[config.mk]
export PLATFORM = sky130hd
export DESIGN_NAME = instr_assembler_flat
export DESIGN_NICKNAME = d
export VERILOG_FILES = /design/src/rtl/instr_assembler_pkg.sv /design/src/rtl/instr_assembler_if.sv /design/src/rtl/instr_assembler.sv /design/src/flat_wrapper.sv
export SDC_FILE = /design/constraint.sdc
export NUM_CORES = 1
export LEC_CHECK = 0
export CAP_MARGIN = 20
export CELL_PAD_IN_SITES_DETAIL_PLACEMENT = 1
export CELL_PAD_IN_SITES_GLOBAL_PLACEMENT = 1
export CORE_MARGIN = 2
export CORE_UTILIZATION = 34
export CTS_CLUSTER_DIAMETER = 120
export DETAILED_ROUTE_END_ITERATION = 12
export MAX_ROUTING_LAYER = met4
export PLACE_DENSITY = 0.82
export SYNTH_ARGS = -nofsm -noshare
export SYNTH_HDL_FRONTEND = slang
export SYNTH_SLANG_ARGS = --single-unit
export TNS_END_PERCENT = 10
[constraint.sdc]
create_clock -name i_clk -period 1.7 [get_ports i_clk]
set_input_delay 0.255 -clock i_clk [delete_from_list [all_inputs] [get_ports i_clk]]
set_output_delay 0.255 -clock i_clk [all_outputs]
set_load 0.05 [all_outputs]
[src/rtl/instr_assembler_pkg.sv]
// Shared instruction-format definitions for the fetch-to-decode path.
// Used by instr_assembler and Identify so both agree on how a prefix word is recognised.
package instr_pkg;

  // Primary opcode field position and the value that marks a prefix word.
  localparam int unsigned OPCODE_LSB = 0;
  localparam int unsigned OPCODE_MSB = 5;
  localparam logic [5:0]  PRIMARY_OPCODE_PREFIX = 6'b100000;

  // Assembler FSM states.
  typedef enum logic [1:0] {
    S_EMPTY  = 2'd0,
    S_PREFIX = 2'd1,
    S_OUT    = 2'd2
  } instr_state_e;

  // Instruction container: prefix in [31:0], suffix in [63:32].
  typedef logic [63:0] instr_t;

  function automatic logic is_prefix(input logic [31:0] word);
    return word[OPCODE_MSB:OPCODE_LSB] == PRIMARY_OPCODE_PREFIX;
  endfunction

endpackage

[src/rtl/instr_assembler_if.sv]
// Handshake bundle between the fetch buffer, the instruction assembler and decode.
//   i_flush                          redirect: drop the held prefix and any pending output
//   i_word_valid/o_word_ready        fetch-side handshake
//   i_word, i_word_addr              fetched word and its byte address
//   o_instr_valid/i_instr_ready      decode-side handshake
//   o_instr, o_instr_addr            assembled instruction and address of its first word
//   o_is_prefixed, o_align_err       prefix flag and prefix-at-block-end flag
// slave: the assembler side. master: the surrounding fetch/decode logic.
interface instr_assembler_if #(
  parameter int unsigned ADDR_W = 64
);
  import instr_pkg::*;

  logic              i_flush;
  logic              i_word_valid;
  logic              o_word_ready;
  logic [31:0]       i_word;
  logic [ADDR_W-1:0] i_word_addr;
  logic              o_instr_valid;
  logic              i_instr_ready;
  instr_t            o_instr;
  logic [ADDR_W-1:0] o_instr_addr;
  logic              o_is_prefixed;
  logic              o_align_err;

  modport slave (
    input  i_flush, i_word_valid, i_word, i_word_addr, i_instr_ready,
    output o_word_ready, o_instr_valid, o_instr, o_instr_addr, o_is_prefixed, o_align_err
  );

  modport master (
    output i_flush, i_word_valid, i_word, i_word_addr, i_instr_ready,
    input  o_word_ready, o_instr_valid, o_instr, o_instr_addr, o_is_prefixed, o_align_err
  );

endinterface

[src/rtl/instr_assembler.sv]
// Pairs prefix words with the following word into a 64-bit instruction container.
// Ports:
//   i_clk  clock, rising edge
//   i_rst  synchronous reset, active-low
//   bus    instr_assembler_if.slave (fetch and decode handshakes, flush, flags)
// A prefix in the last word of a 64-byte block is emitted alone with o_align_err set,
// since its suffix lies beyond the block.
module instr_assembler
  import instr_pkg::*;
#(
  parameter int unsigned ADDR_W = 64
) (
  input logic               i_clk,
  input logic               i_rst,
  instr_assembler_if.slave  bus
);

  instr_state_e      state_q, state_d;
  instr_t            instr_q, instr_d;
  logic [ADDR_W-1:0] addr_q, addr_d;
  logic [31:0]       pre_q, pre_d;
  logic [ADDR_W-1:0] pre_addr_q, pre_addr_d;
  logic              prefixed_q, prefixed_d;
  logic              align_err_q, align_err_d;
  logic              accept;
  logic              word_is_prefix;
  logic              at_block_end;

  // Ready may look through to i_instr_ready: a word can be taken in the same cycle the
  // held output is consumed, giving one instruction per cycle.
  assign bus.o_word_ready = i_rst && !bus.i_flush && (state_q != S_OUT || bus.i_instr_ready);
  assign accept           = bus.i_word_valid && bus.o_word_ready;
  assign word_is_prefix   = is_prefix(bus.i_word);
  assign at_block_end     = bus.i_word_addr[5:2] == 4'hF;

  always_comb begin
    state_d     = state_q;
    instr_d     = instr_q;
    addr_d      = addr_q;
    pre_d       = pre_q;
    pre_addr_d  = pre_addr_q;
    prefixed_d  = prefixed_q;
    align_err_d = align_err_q;

    if (bus.i_flush) begin
      state_d     = S_EMPTY;
      prefixed_d  = 1'b0;
      align_err_d = 1'b0;
    end else begin
      unique case (state_q)
        S_EMPTY, S_OUT: begin
          if (state_q == S_OUT && bus.i_instr_ready) begin
            state_d = S_EMPTY;
          end
          if (accept) begin
            if (word_is_prefix && !at_block_end) begin
              pre_d      = bus.i_word;
              pre_addr_d = bus.i_word_addr;
              state_d    = S_PREFIX;
            end else begin
              // Plain word, or a stranded prefix flagged as an alignment error.
              instr_d     = {32'b0, bus.i_word};
              addr_d      = bus.i_word_addr;
              prefixed_d  = word_is_prefix;
              align_err_d = word_is_prefix;
              state_d     = S_OUT;
            end
          end
        end
        S_PREFIX: begin
          // The suffix is taken as-is: never re-checked for opcode or address.
          if (accept) begin
            instr_d     = {bus.i_word, pre_q};
            addr_d      = pre_addr_q;
            prefixed_d  = 1'b1;
            align_err_d = 1'b0;
            state_d     = S_OUT;
          end
        end
        default: state_d = S_EMPTY;
      endcase
    end
  end

  always_ff @(posedge i_clk) begin
    if (!i_rst) begin
      state_q     <= S_EMPTY;
      instr_q     <= '0;
      addr_q      <= '0;
      pre_q       <= '0;
      pre_addr_q  <= '0;
      prefixed_q  <= 1'b0;
      align_err_q <= 1'b0;
    end else begin
      state_q     <= state_d;
      instr_q     <= instr_d;
      addr_q      <= addr_d;
      pre_q       <= pre_d;
      pre_addr_q  <= pre_addr_d;
      prefixed_q  <= prefixed_d;
      align_err_q <= align_err_d;
    end
  end

  assign bus.o_instr_valid = state_q == S_OUT;
  assign bus.o_instr       = instr_q;
  assign bus.o_instr_addr  = addr_q;
  assign bus.o_is_prefixed = prefixed_q;
  assign bus.o_align_err   = align_err_q;

endmodule

[src/flat_wrapper.sv]
// flat-port wrapper written by rule: the top's interface ports become plain ports
module instr_assembler_flat import instr_pkg::*;
#(
  parameter int unsigned ADDR_W = 64
)
  (i_clk, i_rst, bus_i_flush, bus_i_word_valid, bus_i_word, bus_i_word_addr, bus_i_instr_ready, bus_o_word_ready, bus_o_instr_valid, bus_o_instr, bus_o_instr_addr, bus_o_is_prefixed, bus_o_align_err);
  instr_assembler_if #(.ADDR_W(ADDR_W)) bus_i ();
  input logic i_clk;
  input logic i_rst;
  input wire logic [$bits(bus_i.i_flush)-1:0] bus_i_flush;
  input wire logic [$bits(bus_i.i_word_valid)-1:0] bus_i_word_valid;
  input wire logic [$bits(bus_i.i_word)-1:0] bus_i_word;
  input wire logic [$bits(bus_i.i_word_addr)-1:0] bus_i_word_addr;
  input wire logic [$bits(bus_i.i_instr_ready)-1:0] bus_i_instr_ready;
  output wire logic [$bits(bus_i.o_word_ready)-1:0] bus_o_word_ready;
  output wire logic [$bits(bus_i.o_instr_valid)-1:0] bus_o_instr_valid;
  output wire logic [$bits(bus_i.o_instr)-1:0] bus_o_instr;
  output wire logic [$bits(bus_i.o_instr_addr)-1:0] bus_o_instr_addr;
  output wire logic [$bits(bus_i.o_is_prefixed)-1:0] bus_o_is_prefixed;
  output wire logic [$bits(bus_i.o_align_err)-1:0] bus_o_align_err;
  assign bus_i.i_flush = bus_i_flush;
  assign bus_i.i_word_valid = bus_i_word_valid;
  assign bus_i.i_word = bus_i_word;
  assign bus_i.i_word_addr = bus_i_word_addr;
  assign bus_i.i_instr_ready = bus_i_instr_ready;
  assign bus_o_word_ready = bus_i.o_word_ready;
  assign bus_o_instr_valid = bus_i.o_instr_valid;
  assign bus_o_instr = bus_i.o_instr;
  assign bus_o_instr_addr = bus_i.o_instr_addr;
  assign bus_o_is_prefixed = bus_i.o_is_prefixed;
  assign bus_o_align_err = bus_i.o_align_err;
  instr_assembler #(.ADDR_W(ADDR_W)) u_core (.i_clk(i_clk), .i_rst(i_rst), .bus(bus_i));
endmodule
# Word level (Yosys, flattened, before mapping)
# Cells that the tools add are included.
[word_totals] word_cells=53 input_bits=101 register_bits=228
[op_classes] n_eq_ne=9 reduce_logical=16 n_mux=19 bitwise_logic=2
[ops] op="2-to-1 mux 64 bit" count=6
[ops] op="case mux 64 bit (2 select lines)" count=2
[ops] op="2-to-1 mux 2 bit" count=4
[ops] op="AND reduction 4 bit" count=2
[ops] op="equality test 6 bit, second input constant" count=1
[ops] op="logical AND 1 bit" count=5
[ops] op="AND reduction 5 bit" count=1
[ops] op="equality test 4 bit, second input constant" count=1
[ops] op="2-to-1 mux 1 bit" count=4
[ops] op="inequality test 2 x 1 -> 1 bit, second input constant" count=2
[ops] op="inequality test 2 bit, second input constant" count=2
[ops] op="case mux 1 bit (2 select lines)" count=2
[ops] op="case mux 2 bit (2 select lines)" count=1
[ops] op="OR reduction 2 bit" count=2
[ops] op="inequality test 3 x 1 -> 1 bit, second input constant" count=1
[ops] op="equality test 2 x 1 -> 1 bit, second input constant" count=1
[ops] op="equality test 2 bit, second input constant" count=1
[ops] op="logical NOT 1 bit" count=2
[ops] op="logical NOT 2 bit" count=1
[ops] op="NOT 1 bit" count=2
[ops] op="AND reduction 2 bit" count=1
[ops] op="nonzero test 2 bit" count=1
[ops] op="logical OR 1 bit" count=1

# Logic depth before layout (Yosys ltp)
[depth] ltp_word=6 depth_mapped=7

# Least setup slack after synthesis
# No wires, ideal clock.
[synth_path] path_kind="input-to-reg" startpoint="input port i_rst" endpoint="register u_core.align_err_q, in the netlist u_core.bus.o_align_err" path_slack_ps=-417 required_time_ps=1579 t_arrival_ps=1996 path_stages=6 setup_time_ps=121 cell_sequence="buf_4 nand2b_2 nor2_1 o2111ai_2 buf_2 mux2_2"
[synth_via] elab_chain_cells=5
[synth_lines] item="start, declared" line_no="flat_wrapper.sv:9" rtl="input logic i_rst;"
[synth_lines] item="logical AND 1 bit * (2 in series)" line_no="instr_assembler.sv:31" rtl="assign bus.o_word_ready = i_rst && !bus.i_flush && (state_q != S_OUT || bus.i_instr_ready);"
[synth_lines] item="named net bus_o_word_ready" line_no="flat_wrapper.sv:15" rtl="output wire logic [$bits(bus_i.o_word_ready)-1:0] bus_o_word_ready;"
[synth_lines] item="logical AND 1 bit *" line_no="instr_assembler.sv:32" rtl="assign accept = bus.i_word_valid && bus.o_word_ready;"
[synth_lines] item="inequality test 2 x 1 -> 1 bit (no source line)"
[synth_lines] item="AND reduction 4 bit (no source line) *"
[synth_lines] item="end signal, assigned" line_no="instr_assembler.sv:101" rtl="align_err_q <= align_err_d;"
[synth_lines] item="end, declared" line_no="instr_assembler.sv:24" rtl="logic align_err_q, align_err_d;"
# The timed path passes the listed nets; every way through them passes the cells marked *.
# A chain may end at the register's enable or synchronous reset.

# Final worst setup path
[layout_path] startpoint="register u_core.state_q[1]" endpoint="register u_core.pre_q[0]"
[layout_via] elab_chain_cells=5
[layout_lines] item="start, declared" line_no="instr_assembler.sv:18" rtl="instr_state_e state_q, state_d;"
[layout_lines] item="start signal, assigned" line_no="instr_assembler.sv:95" rtl="state_q <= state_d;"
[layout_lines] item="inequality test 2 bit" line_no="instr_assembler.sv:31"
[layout_lines] item="logical OR 1 bit" line_no="instr_assembler.sv:31"
[layout_lines] item="logical AND 1 bit" line_no="instr_assembler.sv:31"
[layout_lines] item="logical AND 1 bit" line_no="instr_assembler.sv:32"
[layout_lines] item="AND reduction 4 bit (no source line) *"
[layout_lines] item="end signal, assigned" line_no="instr_assembler.sv:98" rtl="pre_q <= pre_d;"
[layout_lines] item="end, declared" line_no="instr_assembler.sv:21" rtl="logic [31:0] pre_q, pre_d;"
# Every way passes the cells marked *; elsewhere a longest branch is shown, timed or not.

==> out/results.md <==
### Status
- **status** complete, but fails checks
- **violations in the final reports** setup timing

### Clock tree
- **clock transition time at the flip-flop clock pins of the worst setup and hold paths** 0.06 ns
- **Max H-tree Level** 1
- **count of clock tree sinks** 228
- **clk_lat worst skew** 0.53 ns
- **TritonCTS clock tree** yes
- **Clock Tree Root** clkbuf_16
- **number of buffers on the longest clock path** 3
- **total clock buffers created by CTS** 26

### STA
- **minimum period implied by the final worst setup slack** 1.76 ns
- **minimum setup slack in the final design** -0.0624 ns
- **Fin Hold WS** 0.132 ns
- **final setup violation count** 30
- **largest clock skew in the final design** 0.0108 ns
- **number of hold violations in the final report** 0
- **worst slew slack as a fraction of its limit** 61.5%
- **Worst Max-Slew Pin Slew** 0.578 ns
- **period utilization** 104%
- **RSZ-0062 raised after global routing** true
- **count of pins over their slew limit** 0
- **fmax** 567 MHz

### Routing
- **final antenna-violating net count** 0
- **number of vias after detailed routing** 7814
- **DRC marker count from the first detailed-route iteration** 256
- **router iterations before antenna repair** 4
- **WL per Instance** 17.4 um
- **DRC violations left** 0
- **total detailed-routing wirelength** 28.4 mm
- **ratio of routed vias to standard cells** 4.78

### Global route
- **overflow left after global routing** 0
- **largest net degree at the start of global routing** 130
- **initial antenna violation count** 1
- **vias in the first global route** 8306
- **global-route wire length before repair** 43.4 mm
- **GRT Resource Usage Total** 18.9%

### Yosys
- **number of instances in the synthesized netlist** 992
- **Post-Synthesis Mean Instance Area** 9.67 um^2
- **Synth area leader** dfxtp_1
- **cell area after synthesis** 0.00960 mm^2
- **Primary FF master, synth** dfxtp_1
- **net count after synthesis** 1093
- **number of distinct library cells after synthesis** 28
- **share of synthesized flip-flops with an asynchronous set or reset** 0%
- **register bit total from synthesis** 228
- **main area contributors after synthesis** dfxtp_1, mux2i_1, nand2_1
- **most frequent cell after synthesis** nand2_1
- **sequential share of the synthesized area** 47.6%
- **most frequent cells after synthesis** nand2_1, mux2i_1, dfxtp_1, clkbuf_1, buf_4
- **area share of the largest cell type after synthesis** 47.6%
- **number of flops mapped to enable cells by yosys** 0
- **Syn. warnings** 0

### Floorplanning
- **height of the chip** 172 um
- **I/O pin cnt** 233
- **starting utilization of the core area** 34.5%
- **Die Outline Area** 0.0296 mm^2
- **number of standard-cell rows in the floorplan** 61
- **Std-Cell Core Area** 0.0278 mm^2
- **die boundary width** 172 um

### Worst setup path
- **critical-path maximum fanout** 20
- **critical path class** reg -> reg
- **crit path capture type** register
- **worst path arrival time** 2.18 ns
- **element type at the critical path start** register
- **CP required** 2.12 ns

### Place
- **estimated wirelength of the detail-placed design** 19.2 mm
- **Post-Place Worst Slack** -0.715 ns
- **input/output buffers** 232
- **routability-driven placement congestion ratio** 0.745
- **instance area after placement** 0.0124 mm^2
- **total instance count after detailed placement** 1582

### Power and ir drop
- **Net Switching** 0.00331 W
- **overall power** 0.0132 W
- **switching portion of total power** 25.1%
- **share of total power in the clock network** 45.7%
- **Power Density** 974 mW/mm^2
- **maximum VDD drop** 0.000596 V
- **proportion of power drawn by flip-flops and latches** 42.1%
- **portion of total power attributed to combinational logic** 12.2%
- **static leakage power** 6.83 nW
- **Cell Int Power** 0.00989 W

### Final layout
- **flip-flop and latch area** 0.00457 mm^2
- **share of layout cells above drive strength 1** 20.4%
- **post-layout net count** 1339
- **count of placed standard cells in the final layout, fillers left out** 1634
- **Layout Area Growth over Synthesis** 41.2%
- **cell area after layout** 0.0136 mm^2
- **multi-input combinational cell area** 0.00474 mm^2
- **layout filler cell count** 3132

### Hold path
- **Worst Hold Class** in -> reg

### Run
- **max capacitance violation total** 0

## routing by layer
| metal | up-vias | track usage [%] | wire length [um] | part of all wire, % |
|---|---|---|---|---|
| li1 | 3785 | - | - | - |
| met1 | 3805 | 21.2 | 11700 | 41 |
| met2 | 180 | 33.6 | 14300 | 50 |
| met3 | 44 | 4.74 | 1760 | 6.2 |
| met4 | 0 | 4.82 | 708 | 2.5 |
| met5 | - | - | 0 | 0 |
## kinds of logic (layout without fill, tap and decap cells)
kind of cell	after synthesis	after routing	synth area share [%]
AND/OR/NAND/NOR	365	365	14.9
buffers and inverters	78	341	4.19
AO/OA/AOI/OAI	6	6	0.482
flip-flops	228	228	47.6
other	0	1	0
multiplexers	315	315	32.9
## what timing repair did
action	4_1_cts	5_1_grt
endpoints found under the setup margin	220	208
pin swaps	2	2
setup buffers	2	0
gates resized for setup	10	24
cloned	0	4
endpoints found under the hold margin	0	0
hold buffers	0	0
## stage by stage
stage / util [%] / TNS [ns]
2_1_floorplan: - / -0.103
3_3_place_gp: 44.6 / -138.70
3_5_place_dp: 44.6 / -144.15
4_1_cts: 48.1 / -0.833
5_1_grt: 48.8 / -5.40
6_report: 48.8 / -0.667
## worst max-delay path, cell delays in order, from the launching register on
cell	delay [ns]
dfxtp_2	0.32
nor3b_4	0.14
or3b_4	0.41
or3_1	0.39
buf_12	0.20
and3_1	0.19
## cells in the final DEF (no fill, tap or decap), types with 2 or more instances in the layout
cell type          n
nand2_1          343
mux2i_1          310
dfxtp_1          226
buf_4            158
clkdlybuf4s50_1   95
clkbuf_16         31
buf_12            17
buf_6             13
clkinv_2           6
and3_1             5
bufinv_16          5
clkbuf_1           4
dlymetal6s2s_1     4
a21oi_1            3
mux2i_2            3
clkbuf_8           3
nand2b_4           2
nor2b_4            2
inv_1              2
nor2_1             2
buf_16             2
dfxtp_2            2
## state kept, by name (all words and copies together), names as in the netlist
signal	cells
u_core.bus.o_align_err	1
u_core.pre_q	32
u_core.bus.o_is_prefixed	1
u_core.state_q	2
u_core.pre_addr_q	64
u_core.bus.o_instr	64
u_core.bus.o_instr_addr	64
## power groups by stage
stage | combinational, W | sequential, W | clock (W)
finish | 0.00161 | 0.00556 | 0.00603
global route | 0.00171 | 0.00557 | 0.00635
CTS | 0.00159 | 0.00556 | 0.00617
detailed placement | 0.00157 | 0.00567 | 0
global placement | 0.00154 | 0.00567 | 0
floorplan | 0.000436 | 0.00610 | 0
## final cells by class
cell class	instances	share of cell area, %
multi-input combinational	686	35.0
sequential	228	33.7
timing repair buffer	294	21.0
clock buffer	34	5.40
tap	378	3.49
clock inverter	11	1.33
inverter	2	0.0554
antenna	1	0.0185
## worst paths after layout
kind,from,endpoint,slack [ns],cells past startpoint
worst max-delay path,u_core.state_q[1]$_SDFFE_PP0P_,u_core.pre_q[0]$_SDFFE_PN0P_,-0.06,5
worst max register to register,u_core.state_q[1]$_SDFFE_PP0P_,u_core.pre_q[0]$_SDFFE_PN0P_,-0.06,5
worst min-delay path,bus_i_word[2],u_core.bus.o_instr[34]$_SDFFE_PN0P_,0.13,3
worst min register to register,u_core.pre_addr_q[47]$_SDFFE_PN0P_,u_core.pre_addr_q[47]$_SDFFE_PN0P_,0.46,2
Note: power is estimated with default switching activity, not from simulation.
